### src/rtl/pt_pkg.sv
// Shared message codes, mode codes and FSM state encodings for the TX point-test controller.
package pt_pkg;

  typedef enum logic [3:0] {
    MSG_NONE        = 4'd0,
    MSG_START_REQ   = 4'd1,
    MSG_START_RESP  = 4'd2,
    MSG_RESULT_REQ  = 4'd3,
    MSG_RESULT_RESP = 4'd4,
    MSG_END_REQ     = 4'd5,
    MSG_END_RESP    = 4'd6
  } msg_e;

  localparam logic [1:0] MODE_LFSR     = 2'b00;
  localparam logic [1:0] MODE_LANE     = 2'b01;
  localparam logic [1:0] MODE_VALTRAIN = 2'b10;
  localparam logic [1:0] MODE_LFSR_ALT = 2'b11;

  typedef enum logic [3:0] {
    I_IDLE, I_SEND_START, I_WAIT_START, I_PATTERN, I_SEND_RES,
    I_WAIT_RES, I_SEND_END, I_WAIT_END, I_DONE, I_ERR
  } init_state_e;

  typedef enum logic [2:0] {
    R_IDLE, R_SEND_SRESP, R_ACTIVE, R_SEND_RRESP, R_SEND_ERESP, R_DONE
  } resp_state_e;

  // Mode 11 is an alias of the LFSR mode.
  function automatic logic [1:0] norm_mode(input logic [1:0] m);
    return (m == MODE_LFSR_ALT) ? MODE_LFSR : m;
  endfunction

endpackage

### src/rtl/pt_sb_arbiter.sv
// Two-requester sideband arbiter: responder has priority, grant and payload held until accept.
module pt_sb_arbiter
  import pt_pkg::*;
#(
  parameter int DATA_W = 16
) (
  input  logic              clk,
  input  logic              rst,
  input  logic              flush_i,
  input  logic              rsp_req_i,
  input  logic [3:0]        rsp_msg_i,
  input  logic [DATA_W-1:0] rsp_data_i,
  input  logic              rsp_dv_i,
  input  logic              ini_req_i,
  input  logic [3:0]        ini_msg_i,
  input  logic [DATA_W-1:0] ini_data_i,
  input  logic              ini_dv_i,
  input  logic              sb_busy_i,
  output logic              rsp_ack_o,
  output logic              ini_ack_o,
  output logic              sb_valid_o,
  output logic [3:0]        sb_msg_o,
  output logic [DATA_W-1:0] sb_data_o,
  output logic              sb_data_valid_o
);

  logic              vld_q;
  logic              gnt_ini_q;
  logic [3:0]        msg_q;
  logic [DATA_W-1:0] data_q;
  logic              dv_q;
  logic              accept;

  assign accept = vld_q & ~sb_busy_i;

  always_ff @(posedge clk) begin
    if (rst || flush_i) begin
      vld_q     <= 1'b0;
      gnt_ini_q <= 1'b0;
    end else if (accept) begin
      vld_q <= 1'b0;
    end else if (!vld_q && (rsp_req_i || ini_req_i)) begin
      vld_q     <= 1'b1;
      gnt_ini_q <= ~rsp_req_i;
    end
  end

  // Payload is captured while idle; outputs are gated so no reset is needed here.
  always_ff @(posedge clk) begin
    if (!vld_q) begin
      msg_q  <= rsp_req_i ? rsp_msg_i  : ini_msg_i;
      data_q <= rsp_req_i ? rsp_data_i : ini_data_i;
      dv_q   <= rsp_req_i ? rsp_dv_i   : ini_dv_i;
    end
  end

  assign rsp_ack_o       = accept & ~gnt_ini_q;
  assign ini_ack_o       = accept &  gnt_ini_q;
  assign sb_valid_o      = vld_q;
  assign sb_msg_o        = vld_q ? msg_q  : 4'd0;
  assign sb_data_o       = vld_q ? data_q : '0;
  assign sb_data_valid_o = vld_q & dv_q;

endmodule

### src/rtl/tx_point_test_ctrl.sv
// TX-initiated point-test controller: initiator and responder FSMs sharing one sideband.
// Optional response-wait timeout is built when PT_TIMEOUT_EN is defined.
module tx_point_test_ctrl
  import pt_pkg::*;
#(
  parameter int NUM_LANES   = 16,
  parameter int ITER_W      = 4,
  parameter int TIMEOUT_CYC = 4096
) (
  input  logic                 clk,
  input  logic                 rst,
  input  logic                 i_en,
  input  logic [1:0]           i_mode,
  input  logic [ITER_W-1:0]    i_num_iter,
  input  logic                 i_pattern_finished,
  input  logic [3:0]           i_sb_msg,
  input  logic                 i_sb_msg_valid,
  input  logic [NUM_LANES-1:0] i_sb_data,
  input  logic                 i_sb_busy,
  input  logic [NUM_LANES-1:0] i_cmp_results,
  input  logic                 i_cmp_valid_result,
  output logic [3:0]           o_sb_msg,
  output logic                 o_sb_valid,
  output logic [NUM_LANES-1:0] o_sb_data,
  output logic                 o_sb_data_valid,
  output logic                 o_pattern_en,
  output logic [1:0]           o_pattern_cw,
  output logic                 o_cmp_en,
  output logic [1:0]           o_cmp_cw,
  output logic                 o_test_ack,
  output logic [NUM_LANES-1:0] o_lanes_result,
  output logic                 o_valid_result,
  output logic                 o_timeout
);

  init_state_e          ini_st_q;
  resp_state_e          rsp_st_q;
  logic                 clr;
  logic [1:0]           mode_q;
  logic [ITER_W-1:0]    iter_q;
  logic [NUM_LANES-1:0] lanes_q;
  logic                 vres_q;
  logic                 ack_q;
  logic                 tmo_q;
  logic [1:0]           cmp_cw_q;
  logic                 cmp_en_q;
  logic [NUM_LANES-1:0] rdata_q;
  logic                 rsp_ack, ini_ack;
  logic                 tmo_hit;
  logic [ITER_W:0]      iter_next, iter_tgt;

  assign clr       = rst | ~i_en;
  assign iter_next = {1'b0, iter_q} + 1'b1;
  assign iter_tgt  = (i_num_iter == '0) ? (ITER_W+1)'(1) : {1'b0, i_num_iter};

  function automatic logic rx(input logic [3:0] code);
    return i_sb_msg_valid && (i_sb_msg == code);
  endfunction

`ifdef PT_TIMEOUT_EN
  localparam int TW = $clog2(TIMEOUT_CYC + 1);
  logic [TW-1:0] wcnt_q;
  logic          in_wait;

  assign in_wait = ini_st_q inside {I_WAIT_START, I_WAIT_RES, I_WAIT_END};
  assign tmo_hit = in_wait && (wcnt_q == TW'(TIMEOUT_CYC - 1));

  // Every exit from a wait state goes to a non-wait state, so clearing outside waits restarts it per state.
  always_ff @(posedge clk) begin
    if (clr || !in_wait) wcnt_q <= '0;
    else                 wcnt_q <= wcnt_q + 1'b1;
  end
`else
  logic tmo_unused;
  assign tmo_unused = (TIMEOUT_CYC == 0);
  assign tmo_hit    = 1'b0;
`endif

  always_ff @(posedge clk) begin
    if (clr) begin
      ini_st_q <= I_IDLE;
      mode_q   <= 2'b00;
      iter_q   <= '0;
      lanes_q  <= '1;
      vres_q   <= 1'b1;
      tmo_q    <= 1'b0;
    end else begin
      case (ini_st_q)
        I_IDLE: begin
          ini_st_q <= I_SEND_START;
          mode_q   <= norm_mode(i_mode);
        end
        I_SEND_START: if (ini_ack) ini_st_q <= I_WAIT_START;
        I_WAIT_START: begin
          if (rx(MSG_START_RESP)) ini_st_q <= I_PATTERN;
          else if (tmo_hit) begin
            ini_st_q <= I_ERR; tmo_q <= 1'b1; lanes_q <= '0; vres_q <= 1'b0;
          end
        end
        I_PATTERN:  if (i_pattern_finished) ini_st_q <= I_SEND_RES;
        I_SEND_RES: if (ini_ack) ini_st_q <= I_WAIT_RES;
        I_WAIT_RES: begin
          if (rx(MSG_RESULT_RESP)) begin
            lanes_q  <= lanes_q & i_sb_data;
            vres_q   <= vres_q & i_sb_data[0];
            iter_q   <= iter_next[ITER_W-1:0];
            ini_st_q <= (iter_next < iter_tgt) ? I_SEND_START : I_SEND_END;
          end else if (tmo_hit) begin
            ini_st_q <= I_ERR; tmo_q <= 1'b1; lanes_q <= '0; vres_q <= 1'b0;
          end
        end
        I_SEND_END: if (ini_ack) ini_st_q <= I_WAIT_END;
        I_WAIT_END: begin
          if (rx(MSG_END_RESP)) ini_st_q <= I_DONE;
          else if (tmo_hit) begin
            ini_st_q <= I_ERR; tmo_q <= 1'b1; lanes_q <= '0; vres_q <= 1'b0;
          end
        end
        I_DONE, I_ERR: ini_st_q <= ini_st_q;
        default: ini_st_q <= I_IDLE;
      endcase
    end
  end

  always_ff @(posedge clk) begin
    if (clr) begin
      rsp_st_q <= R_IDLE;
      cmp_en_q <= 1'b0;
      cmp_cw_q <= 2'b00;
    end else begin
      case (rsp_st_q)
        R_IDLE, R_ACTIVE: begin
          if (rx(MSG_START_REQ)) begin
            cmp_cw_q <= i_sb_data[1:0];
            cmp_en_q <= 1'b1;
            rsp_st_q <= R_SEND_SRESP;
          end else if (rsp_st_q == R_ACTIVE && rx(MSG_RESULT_REQ)) begin
            rsp_st_q <= R_SEND_RRESP;
          end else if (rsp_st_q == R_ACTIVE && rx(MSG_END_REQ)) begin
            cmp_en_q <= 1'b0;
            rsp_st_q <= R_SEND_ERESP;
          end
        end
        R_SEND_SRESP: if (rsp_ack) rsp_st_q <= R_ACTIVE;
        R_SEND_RRESP: if (rsp_ack) rsp_st_q <= R_ACTIVE;
        R_SEND_ERESP: if (rsp_ack) rsp_st_q <= R_DONE;
        R_DONE:       rsp_st_q <= R_DONE;
        default:      rsp_st_q <= R_IDLE;
      endcase
    end
  end

  always_ff @(posedge clk) begin
    if (rsp_st_q == R_ACTIVE && rx(MSG_RESULT_REQ))
      rdata_q <= (cmp_cw_q == MODE_VALTRAIN) ? NUM_LANES'(i_cmp_valid_result) : i_cmp_results;
  end

  always_ff @(posedge clk) begin
    if (clr) ack_q <= 1'b0;
    else     ack_q <= ((ini_st_q == I_DONE) && (rsp_st_q == R_DONE)) || (ini_st_q == I_ERR) || tmo_hit;
  end

  logic                 ini_req, rsp_req;
  logic [3:0]           ini_msg, rsp_msg;
  logic [NUM_LANES-1:0] ini_data, rsp_data;

  assign ini_req  = ini_st_q inside {I_SEND_START, I_SEND_RES, I_SEND_END};
  assign ini_msg  = (ini_st_q == I_SEND_START) ? MSG_START_REQ :
                    (ini_st_q == I_SEND_RES)   ? MSG_RESULT_REQ : MSG_END_REQ;
  assign ini_data = (ini_st_q == I_SEND_START) ? NUM_LANES'(mode_q) : '0;
  assign rsp_req  = rsp_st_q inside {R_SEND_SRESP, R_SEND_RRESP, R_SEND_ERESP};
  assign rsp_msg  = (rsp_st_q == R_SEND_SRESP) ? MSG_START_RESP :
                    (rsp_st_q == R_SEND_RRESP) ? MSG_RESULT_RESP : MSG_END_RESP;
  assign rsp_data = (rsp_st_q == R_SEND_RRESP) ? rdata_q : '0;

  pt_sb_arbiter #(.DATA_W(NUM_LANES)) u_arb (
    .clk             (clk),
    .rst             (rst),
    .flush_i         (~i_en),
    .rsp_req_i       (rsp_req),
    .rsp_msg_i       (rsp_msg),
    .rsp_data_i      (rsp_data),
    .rsp_dv_i        (rsp_st_q == R_SEND_RRESP),
    .ini_req_i       (ini_req),
    .ini_msg_i       (ini_msg),
    .ini_data_i      (ini_data),
    .ini_dv_i        (1'b0),
    .sb_busy_i       (i_sb_busy),
    .rsp_ack_o       (rsp_ack),
    .ini_ack_o       (ini_ack),
    .sb_valid_o      (o_sb_valid),
    .sb_msg_o        (o_sb_msg),
    .sb_data_o       (o_sb_data),
    .sb_data_valid_o (o_sb_data_valid)
  );

  assign o_pattern_en   = (ini_st_q == I_PATTERN);
  assign o_pattern_cw   = mode_q;
  assign o_cmp_en       = cmp_en_q;
  assign o_cmp_cw       = cmp_cw_q;
  assign o_test_ack     = ack_q;
  assign o_lanes_result = lanes_q;
  assign o_valid_result = vres_q;
  assign o_timeout      = tmo_q;

endmodule

### config.mk
export PLATFORM = sky130hd
export DESIGN_NAME = tx_point_test_ctrl
export DESIGN_NICKNAME = d
export VERILOG_FILES = /design/src/rtl/pt_pkg.sv /design/src/rtl/pt_sb_arbiter.sv /design/src/rtl/tx_point_test_ctrl.sv
export SDC_FILE = /design/constraint.sdc
export NUM_CORES = 1
export LEC_CHECK = 0
export BUFFER_PORTS_ARGS = -buffer_cell sky130_fd_sc_hd__buf_4
export CORE_ASPECT_RATIO = 0.6
export CORE_UTILIZATION = 46
export CTS_BUF_LIST = sky130_fd_sc_hd__clkbuf_8 sky130_fd_sc_hd__clkbuf_16
export DETAILED_ROUTE_END_ITERATION = 8
export PLACE_DENSITY_LB_ADDON = 0.1
export SLEW_MARGIN = 10
export SYNTH_ARGS = -nofsm -noshare
export SYNTH_HDL_FRONTEND = slang
export SYNTH_SLANG_ARGS = --single-unit
### constraint.sdc
create_clock -name clk -period 1.87 [get_ports clk]
set_input_delay 0.4675 -clock clk [delete_from_list [all_inputs] [get_ports clk]]
set_output_delay 0.4675 -clock clk [all_outputs]
set_load 0.02 [all_outputs]
# --- Word-level counts from Yosys, hierarchy flattened ---
# Index checks and enable logic that the tools add are counted.
op_classes:
  add_sub_neg: 1
  magnitude_cmp: 1
  n_eq_ne: 33
  n_mux: 31
  n_bitwise: 13
  reduce_logical: 30
op_table:
  columns: ["operator", "count"]
  rows:
  - ["two-way mux 16 bit", 3]
  - ["two-way mux 4 bit", 9]
  - ["one-hot mux 4 bit (9 select lines)", 1]
  - ["two-way mux 3 bit", 10]
  - ["== test 4 x 3 -> 1 bit (second input constant)", 7]
  - ["!= test 2 bit (second input constant)", 9]
  - ["AND 16 bit", 1]
  - ["== test 4 x 2 -> 1 bit (second input constant)", 4]
  - ["one-hot mux 3 bit (4 select lines)", 1]
  - ["logical AND 1 bit", 10]
  - ["== test 4 x 1 -> 1 bit (second input constant)", 2]
  - ["== test 4 bit (second input constant)", 2]
  - ["logical NOT 4 bit", 2]
  - ["AND reduction 8 bit", 1]
  - ["OR reduction 2 bit", 4]
  - ["== test 3 x 2 -> 1 bit (second input constant)", 2]
  - ["== test 3 bit (second input constant)", 2]
  - ["two-way mux 2 bit", 3]
  - ["inverter 1 bit", 6]
  - ["AND reduction 2 bit", 3]
  - ["AND reduction 3 bit", 2]
  - ["nonzero test 3 bit", 2]
  - ["adder 4 x 1 -> 5 bit (second input constant)", 1]
  - ["AND 1 bit", 5]
  - ["11 further kinds", 17]
word_totals:
  regBits: 73
  in_bits: 49

# --- Logic depth before layout (Yosys ltp) ---
# Gate-level depths: netlist of run 1.
depth:
  depth_word: 7
  depth_mapped: 9

# --- Hierarchy ---
# Synthesis of run 1 repeated with hierarchy kept, for this count alone.
hier_totals:
  hier_cells: 329
  hier_area_um2: 3495.9
modules_own_cells:
  columns: ["module", "n_inst", "cells_per_inst", "area_each_um2", "seq_area_each_um2"]
  rows:
  - ["tx_point_test_ctrl", 1, 250, 2367.3, 1161.1]
  - ["pt_sb_arbiter", 1, 79, 1128.6, 670.6]

# --- Worst setup path after synthesis of run 1 ---
# No wires, ideal clock.
synth_timing:
  path_type: "input to register"
  startpoint: "input i_sb_msg[2]"
  endpoint: "register rdata_q[0], enable pin"
  setup_ns: 0.374
  arrival_ns: 1.527
  path_slack_ns: -0.030
  cell_stages: 3
  path_cell_list: "clkbuf_1 -> nor4_1 -> and3_1"
synth_via:
  elab_chain_cells: 3
synth_rtl:
  columns: ["element", "line_no", "rtl"]
  rows:
  - ["start, declared", "tx_point_test_ctrl.sv:16", "input logic [3:0] i_sb_msg,"]
  - ["== test 4 x 2 -> 1 bit", "tx_point_test_ctrl.sv:57", "return i_sb_msg_valid && (i_sb_msg == code);"]
  - ["logical AND 1 bit", "tx_point_test_ctrl.sv:57", null]
  - ["logical AND 1 bit", "tx_point_test_ctrl.sv:154", "if (rsp_st_q == R_ACTIVE && rx(MSG_RESULT_REQ))"]
  - ["end signal, assigned", "tx_point_test_ctrl.sv:155", "rdata_q <= (cmp_cw_q == MODE_VALTRAIN) ? NUM_LANES'(i_cmp_valid_result) : i_cmp_results;"]
  - ["end, declared", "tx_point_test_ctrl.sv:47", "logic [NUM_LANES-1:0] rdata_q;"]
# No other way between the ends.
# A chain may end at the register's enable or synchronous reset.

# --- Worst setup path after layout of run 1 ---
layout_timing:
  startpoint: "register iter_q[1]"
  endpoint: "register ini_st_q[1]"
layout_via:
  elab_chain_cells: 5
layout_rtl:
  columns: ["element", "line_no", "rtl"]
  rows:
  - ["start, declared", "tx_point_test_ctrl.sv:40", "logic [ITER_W-1:0] iter_q;"]
  - ["start signal, assigned", "tx_point_test_ctrl.sv:106", "iter_q <= iter_next[ITER_W-1:0];"]
  - ["adder 4 x 1 -> 5 bit", "tx_point_test_ctrl.sv:53", "assign iter_next = {1'b0, iter_q} + 1'b1;"]
  - ["net iter_next[2]", "tx_point_test_ctrl.sv:50", "logic [ITER_W:0] iter_next, iter_tgt;"]
  - ["less-than comparator 5 x 4 -> 1 bit", "tx_point_test_ctrl.sv:107", "ini_st_q <= (iter_next < iter_tgt) ? I_SEND_START : I_SEND_END;"]
  - ["two-way mux 3 bit", "tx_point_test_ctrl.sv:107", null]
  - ["two-way mux 4 bit", "tx_point_test_ctrl.sv:103", "if (rx(MSG_RESULT_RESP)) begin"]
  - ["one-hot mux 4 bit (9 select lines)", "tx_point_test_ctrl.sv:88", "case (ini_st_q)"]
  - ["end signal, assigned", "tx_point_test_ctrl.sv:107", null]
  - ["end signal, assigned", "tx_point_test_ctrl.sv:119", "I_DONE, I_ERR: ini_st_q <= ini_st_q;"]
  - ["end, declared", "tx_point_test_ctrl.sv:36", "init_state_e ini_st_q;"]
# The timed path passes the listed nets, and every way through them passes these cells. The select of a mux whose other input is x is not followed.

==> metrics.csv, run 1 <==
stage,metric,value,unit
worst_setup_path,startpoint_type,flip-flop,
timing,achievable-frequency,521.9,MHz
final_layout,post_route_cells_drive_above_1_share,0.3489,
power_and_ir_drop,powerDensity,873.6,mW/mm2
route,route.detailed.drc,0,
timing,fin_ws,-45.91,ps
power_and_ir_drop,pwr-share-seq,0.449,
die,design.portCount,96,
grt,maximum_number_of_pins_on_one_net_before_global_route_repair,24,
power_and_ir_drop,p_leak,1.935,nW
route,final_antenna_net_count,0,
clock_tree,tritoncts_num_sinks,72,
power_and_ir_drop,total_power,3.905,mW
power_and_ir_drop,cell_internal_pwr,3.043,mW
power_and_ir_drop,sw_frac_of_total,0.2208,
timing,finalCriticalPeriod,1916,ps
synthesis,syn_inst,312,
route,via_per_inst,5.076,
grt,grt_pass1_wl,11190,um
placement,place_area,0.004129,mm2
die,starting_density,0.4799,
worst_setup_path,cp_max_fo,3,
die,fp-row-count,23,
power_and_ir_drop,p_sw,0.8623,mW
timing,worst_clock_skew,5.395,ps
job,timing.max_cap.violations,0,
worst_setup_path,critical_path.reg2reg.endpoint,ini_st_q[1]$_SDFFE_PP0P_,
worst_setup_path,required,2130,ps
worst_setup_path,critPathArrivalTime,2180,ps
synthesis,distinct_cells_synth,47,
final_layout,n_fill_cell,533,
synthesis,ys.flop_type,edfxtp_1,
min_path,hp-start,i_sb_data[14],
placement,place_congestion,0.8474,
timing,finalSetupTns,-45.91,ps
final_layout,num_antenna_cells,0,
final_layout,area_growth,38.92,%
worst_setup_path,worstRegToRegCells,9,
synthesis,synth.yosys.seq_area_share,0.5599,
synthesis,yosys_warnings,0,
worst_setup_path,cp_capture_type,flip-flop,
worst_setup_path,setup.reg_to_reg.worst_slack,-50,ps
route,dr.first_iter.drc_count,106,
synthesis,syn_avg_cell_area,10.31,um2
timing,post-route-period-util,1.025,
worst_setup_path,worst-setup-path-type,flip-flop to flip-flop,
clock_tree,clk_pin_slew_worst_paths,60,ps
die,chipWidth,110.0,um
synthesis,synth_area,0.003218,mm2
synthesis,synth_enable_flop_cells,36,
timing,setup_viol,1,
outcome,outcome,"complete, but fails checks",
power_and_ir_drop,share_clk_of_total_power,0.433,
route,detailroute.via_count,2609,
placement,place.port_buffers,93,
timing,slew_violations,0,
clock_tree,tritoncts,yes,
grt,grt.overflow.total,0,
die,die_height,66.79,um
min_path,worstHoldPathCells,3,
synthesis,synth_async_sr_flop_share,0,
clock_tree,clk_path_buf_depth,2,
die,placeableCoreArea,0.006705,mm2
clock_tree,cts_root_buffer,clkbuf_16,
timing,rsz0062_at_grt,yes,
synthesis,synthesis_stage_register_bit_count,72,
die,design.die.area,0.007346,mm2
min_path,hold_path.class,primary input to flip-flop,
grt,grt_use_total,0.2152,
final_layout,layout.core_utilization,0.6667,
route,avgRoutedWirePerCell,14.21,um
worst_setup_path,reg2reg_from,iter_q[1]$_SDFFE_PP0P_,
placement,place_hpwl,5475,um
route,detail_route.wirelength,7306,um
min_path,hold_path_end,o_lanes_result[14]$_SDFFE_PP1P_,
power_and_ir_drop,comb_power_share,0.118,
route,drt-pass1-iter-count,4,
clock_tree,cts-htree-levels,3,
final_layout,stdcell_area,0.004471,mm2
clock_tree,number_of_buffers_created_by_cts,9,
clock_tree,insertion_delay,330,ps
power_and_ir_drop,peakVddDrop,632.2,uV
grt,antenna_found_initial,0,
final_layout,fin_nets,475,
timing,final_hold_viol_count,0,
outcome,failed_checks,setup timing,
grt,grt_pass1_vias,2245,
==> routing by layer <==
metal  global-route usage  routed length, um  vias to the layer above
met5                    0                  0                        -
met4              0.07000                 80                        0
met3              0.08904                636                        7
met2               0.2898               2905                      121
met1               0.3068               3684                     1175
li1                     -                  -                     1306
==> layout by cell type, fill, tap and decap left out, types with 2 or more instances in the layout <==
cell,n
and2_1,36
clkbuf_16,11
inv_1,11
nand2b_1,6
mux2i_1,9
nand3b_1,2
dfxtp_2,5
nand2_1,28
nor3_1,6
xnor2_1,2
or3_1,4
xor2_1,2
nor2b_1,6
a21oi_1,8
edfxtp_1,36
dfxtp_1,31
nor3b_2,2
buf_4,117
ha_1,3
nor4_1,3
o21ai_0,22
a311oi_1,2
nor3b_1,2
nor2_1,25
a32o_1,2
a31oi_1,2
nand3_1,4
conb_1,2
and3_1,14
==> through the flow <==
| stage | worst slack [ps] | hold WS [ps] | instances |
|---|---|---|---|
| 2_1_floorplan | 36.84 | 483.3 | 313 |
| 3_3_place_gp | -39.74 | 448.4 | 497 |
| 3_5_place_dp | -74.66 | 452.1 | 497 |
| 4_1_cts | -7.275 | 348.7 | 514 |
| 5_1_grt | -150.2 | 357.9 | 514 |
| 6_report | -45.91 | 360.3 | 514 |
==> critical path, stage by stage (launching register included) <==
cell     delay (ps)
dfxtp_2         340
ha_4            170
xor2_2          150
ha_1            300
a21oi_1          60
o21ai_1         130
a41o_1          160
a31oi_1          90
or3_1           310
mux2i_1         130
==> synthesized netlist by cell type, drive strengths merged, types with 2 or more instances <==
library cell  number  share of area
and2              36          0.070
dfxtp             36           0.22
edfxtp            36           0.34
nand2             28          0.033
nor2              25          0.029
o21ai             24          0.038
and3              15          0.029
clkbuf            14          0.016
mux2i              9          0.028
a21oi              8          0.012
inv                8         0.0093
buf                6          0.013
nand2b             6          0.012
nor2b              6          0.012
nor3               6         0.0093
ha                 4          0.016
nand3              4         0.0062
nor3b              4          0.012
or3                4         0.0078
nor4               3         0.0058
or2                3         0.0058
xor2               3         0.0082
a311oi             2         0.0054
a31oi              2         0.0039
a32o               2         0.0062
nand3b             2         0.0047
xnor2              2         0.0054
==> flip-flops by register name (all words and copies together) (netlist names) <==
name	cells
u_arb.sb_valid_o	1
iter_q	4
o_valid_result	1
o_lanes_result	16
o_pattern_cw	2
o_cmp_en	1
rsp_st_q	3
ini_st_q	4
u_arb.msg_q	3
rdata_q	16
u_arb.dv_q	1
o_test_ack	1
u_arb.gnt_ini_q	1
o_cmp_cw	2
u_arb.data_q	16
==> power by group through the flow <==
stage	Clock, mW	Combinational, mW	Sequential, mW
floorplan	0	0.260	1.78
global placement	0	0.447	1.78
detailed placement	0	0.457	1.79
CTS	1.73	0.459	1.75
global route	1.82	0.496	1.76
finish	1.69	0.459	1.75
==> cell families after synthesis <==
family	synth area share
AOI/OAI and AO/OA	0.09487
adders and majority gates	0.01555
other	0.001165
muxes	0.03149
buffers and inverters	0.03849
xor gates and xnor gates	0.01361
DFF	0.5599
and+or+nand+nor	0.2449
==> layout make-up <==
class | instances | area (um2) | share of cell area
inverter | 8 | 30.03 | 0.006717
multi-input combinational | 213 | 1318 | 0.2947
sequential | 72 | 1808 | 0.4044
clock buffer | 12 | 289.0 | 0.06465
tap | 87 | 108.9 | 0.02435
timing repair buffer | 118 | 898.4 | 0.2010
clock inverter | 4 | 18.77 | 0.004198
==> worst max-delay path by stage <==
stage / slack [ps] / start / end / depth (start not counted)
floorplan: 40 / iter_q[0]$_SDFFE_PP0P_ / ini_st_q[1]$_SDFFE_PP0P_ / 9
global placement: -40 / iter_q[0]$_SDFFE_PP0P_ / ini_st_q[1]$_SDFFE_PP0P_ / 9
detailed placement: -70 / iter_q[0]$_SDFFE_PP0P_ / ini_st_q[1]$_SDFFE_PP0P_ / 9
CTS: -7 / iter_q[1]$_SDFFE_PP0P_ / ini_st_q[1]$_SDFFE_PP0P_ / 9
global route: -150 / iter_q[1]$_SDFFE_PP0P_ / ini_st_q[1]$_SDFFE_PP0P_ / 9
finish: -50 / iter_q[1]$_SDFFE_PP0P_ / ini_st_q[1]$_SDFFE_PP0P_ / 9
==> repair_timing <==
action	in CTS	in global routing
pin swaps	3	0
buffers inserted	1	0
hold buffers	0	0
resized for setup	6	3
setup endpoints to repair	3	9
Power figures use the tool's default switching activity.
==> inputs of run 2 (changes only) <==
--- a/config.mk
+++ b/config.mk
@@ -10,7 +10,8 @@
 export CORE_UTILIZATION = 46
 export CTS_BUF_LIST = sky130_fd_sc_hd__clkbuf_8 sky130_fd_sc_hd__clkbuf_16
 export DETAILED_ROUTE_END_ITERATION = 8
-export PLACE_DENSITY_LB_ADDON = 0.1
+export PLACE_DENSITY = 0.75
+export RECOVER_POWER = 100
 export SLEW_MARGIN = 10
 export SYNTH_ARGS = -nofsm -noshare
 export SYNTH_HDL_FRONTEND = slang
==> run 2 against run 1 <==
  * The flow still finishes with violations (setup timing)
  * Combinational power shrank 6.3%
  * Critical path depth did not move
  * Via count down 1.8%
  * Hold slack improved by 5.8 ps
  * Sequential power barely moved
  * Global-route usage fell by 1.3 points
  * Clock-buffer cell count down 3
  * Die area is the same
  * Cell count stayed put
  * Cell area down 3.1%
  * Register-to-register slack about the same
  * Fmax fell by 0.72%
==> metrics.csv, run 2 (synthesized netlist as in run 1, its figures left out) <==
stage,metric,value,unit,change
clock_tree,cts-hold-fix-buffers,0,,unchanged
final_layout,multiInputGateArea,0.001314,mm2,-0.28%
worst_setup_path,reg2reg_from,iter_q[1]$_SDFFE_PP0P_,,
final_layout,layout.core_utilization,0.6458,,-0.02090
route,avgRoutedWirePerCell,13.77,um,-3.1%
timing,holdWs,366.1,ps,+5.760 ps
die,die_height,66.79,um,unchanged
worst_setup_path,worstRegToRegCells,9,,unchanged
timing,tightest_slew,1028,ps,
worst_setup_path,startpoint_type,flip-flop,,
worst_setup_path,critical_path.reg2reg.endpoint,ini_st_q[1]$_SDFFE_PP0P_,,
final_layout,final_cell_mix,"buf_4 (78), edfxtp_1 (36), dfxtp_1 (33)",,
worst_setup_path,cp_max_fo,3,,unchanged
worst_setup_path,required,2130,ps,about the same
final_layout,fin_nets,475,,unchanged
timing,max-slew-margin-rel,0.3149,,
grt,grt_pass1_vias,2301,,+2.5%
die,design.portCount,96,,unchanged
die,fp-row-count,23,,unchanged
timing,finalSetupTns,-93.98,ps,-48.07 ps
timing,fin_ws,-59.89,ps,-13.97 ps
timing,slew_violations,0,,unchanged
die,placeableCoreArea,0.006705,mm2,unchanged
timing,achievable-frequency,518.2,MHz,-0.72%
placement,place_hpwl,5346,um,-2.4%
final_layout,area_growth,34.56,%,
die,starting_density,0.4799,,unchanged
worst_setup_path,critPathArrivalTime,2190,ps,about the same
min_path,worstHoldPathCells,3,,unchanged
die,design.die.area,0.007346,mm2,unchanged
placement,dp_slack,-111.2,ps,-36.54 ps
grt,grt_use_total,0.2023,,-0.01285
clock_tree,insertion_delay,330,ps,about the same
route,final_antenna_net_count,0,,unchanged
clock_tree,tritoncts_num_sinks,72,,unchanged
route,drt-pass1-iter-count,4,,unchanged
timing,finalCriticalPeriod,1930,ps,+13.97 ps
route,dr.first_iter.drc_count,136,,+28%
route,via_per_inst,4.984,,-1.8%
route,detailroute.via_count,2562,,-1.8%
timing,rsz0062_at_grt,yes,,
timing,post-route-period-util,1.032,,+0.007473
clock_tree,number_of_buffers_created_by_cts,9,,unchanged
timing,setup_viol,2,,+1
min_path,hold_path_end,o_lanes_result[6]$_SDFFE_PP1P_,,
clock_tree,cts_root_buffer,clkbuf_16,,
timing,worst_clock_skew,5.559,ps,+0.1641 ps
grt,maximum_number_of_pins_on_one_net_before_global_route_repair,24,,unchanged
placement,place.port_buffers,93,,unchanged
grt,grt.overflow.total,0,,unchanged
die,chipWidth,110.0,um,unchanged
final_layout,n_fill_cell,571,,+7.1%
worst_setup_path,cp_capture_type,flip-flop,,
worst_setup_path,slowest_delay,340,ps,about the same
clock_tree,clk_pin_slew_worst_paths,60,ps,about the same
worst_setup_path,worst-setup-path-type,flip-flop to flip-flop,,
outcome,failed_checks,setup timing,,
job,timing.max_cap.violations,0,,unchanged
clock_tree,tritoncts,yes,,
power_and_ir_drop,total_power,3.990,mW,+2.2%
timing,final_hold_viol_count,0,,unchanged
min_path,hp-start,i_sb_data[6],,
clock_tree,clk_path_buf_depth,2,,unchanged
outcome,outcome,"complete, but fails checks",,
final_layout,area.sequential,0.001805,mm2,-0.14%
worst_setup_path,crit_path_cell_trace,"ha_4, xor2_1, ha_1, a21oi_2, o21ai_1, a41o_1, a31oi_1, or3_1, mux2i_1",,
final_layout,num_antenna_cells,0,,unchanged
power_and_ir_drop,powerDensity,921.3,mW/mm2,+5.5%
final_layout,final_common_cell,buf_4,,
route,detail_route.wirelength,7078,um,-3.1%
min_path,hold_path.class,primary input to flip-flop,,
route,route.detailed.drc,0,,unchanged
power_and_ir_drop,peakVddDrop,640.5,uV,+1.3%
final_layout,post_route_cells_drive_above_1_share,0.2810,,-0.06792
grt,antenna_found_initial,0,,unchanged
worst_setup_path,setup.reg_to_reg.worst_slack,-60,ps,about the same
worst_setup_path,critical_path_slowest_stage_cell,dfxtp_2,,
clock_tree,cts-htree-levels,3,,unchanged
placement,place_congestion,0.8688,,+2.5%
power_and_ir_drop,p_leak,1.808,nW,-6.6%
grt,grt_pass1_wl,10870,um,-2.8%
-- run 2: area by class of cell --
type                    instances  share of cell area
inverters                       8            0.006934
well taps                      87             0.02514
clock buffers                   9             0.05201
multi-input cells             213              0.3034
flip-flops and latches         72              0.4169
clock inverters                 7             0.02254
repair buffers                118              0.1731
-- run 2: worst max-delay path by stage --
stage                                start                  endpoint  slack (ps)  depth (start not counted)
floorplan           iter_q[0]$_SDFFE_PP0P_  ini_st_q[1]$_SDFFE_PP0P_          40                          9
global placement    iter_q[0]$_SDFFE_PP0P_  ini_st_q[1]$_SDFFE_PP0P_         -40                          9
detailed placement  iter_q[0]$_SDFFE_PP0P_  ini_st_q[1]$_SDFFE_PP0P_        -110                          9
CTS                 iter_q[1]$_SDFFE_PP0P_  ini_st_q[1]$_SDFFE_PP0P_         -20                          9
global route        iter_q[1]$_SDFFE_PP0P_  ini_st_q[1]$_SDFFE_PP0P_        -130                          9
finish              iter_q[1]$_SDFFE_PP0P_  ini_st_q[1]$_SDFFE_PP0P_         -60                          9
-- run 2: per-stage QoR --
step,area [um2],instances
2_1_floorplan,3223,313
3_3_place_gp,4121,496
3_5_place_dp,4121,496
4_1_cts,4466,514
5_1_grt,4330,514
6_report,4330,514
-- run 2: what timing repair did --
action | 4_1_cts | 5_1_grt
setup buffers | 2 | 0
gates cloned | 0 | 0
resized for setup | 5 | 5
pin swaps | 2 | 1
endpoints found under the setup margin | 4 | 5
-- run 2: critical path, delay by kind of cell, from the launching register on --
family	cells	cell delay (ps)
compound gates	4	480
fa+ha+maj	2	470
flops	1	340
simple gates	1	310
xor+xnor	1	140
mux	1	120
-- run 2: report_power, final --
group          switching [mW]  internal [mW]
registers              0.0305           1.72
logic                   0.213          0.217
clock network           0.637           1.17
-- run 2: routing by layer --
| layer | vias up | global-route usage | wire (um) |
|---|---|---|---|
| met4 | 0 | 0.06667 | 65 |
| met2 | 103 | 0.2953 | 2960 |
| li1 | 1310 | - | - |
| met5 | - | 0 | 0 |
| met1 | 1140 | 0.2796 | 3363 |
| met3 | 9 | 0.06849 | 689 |
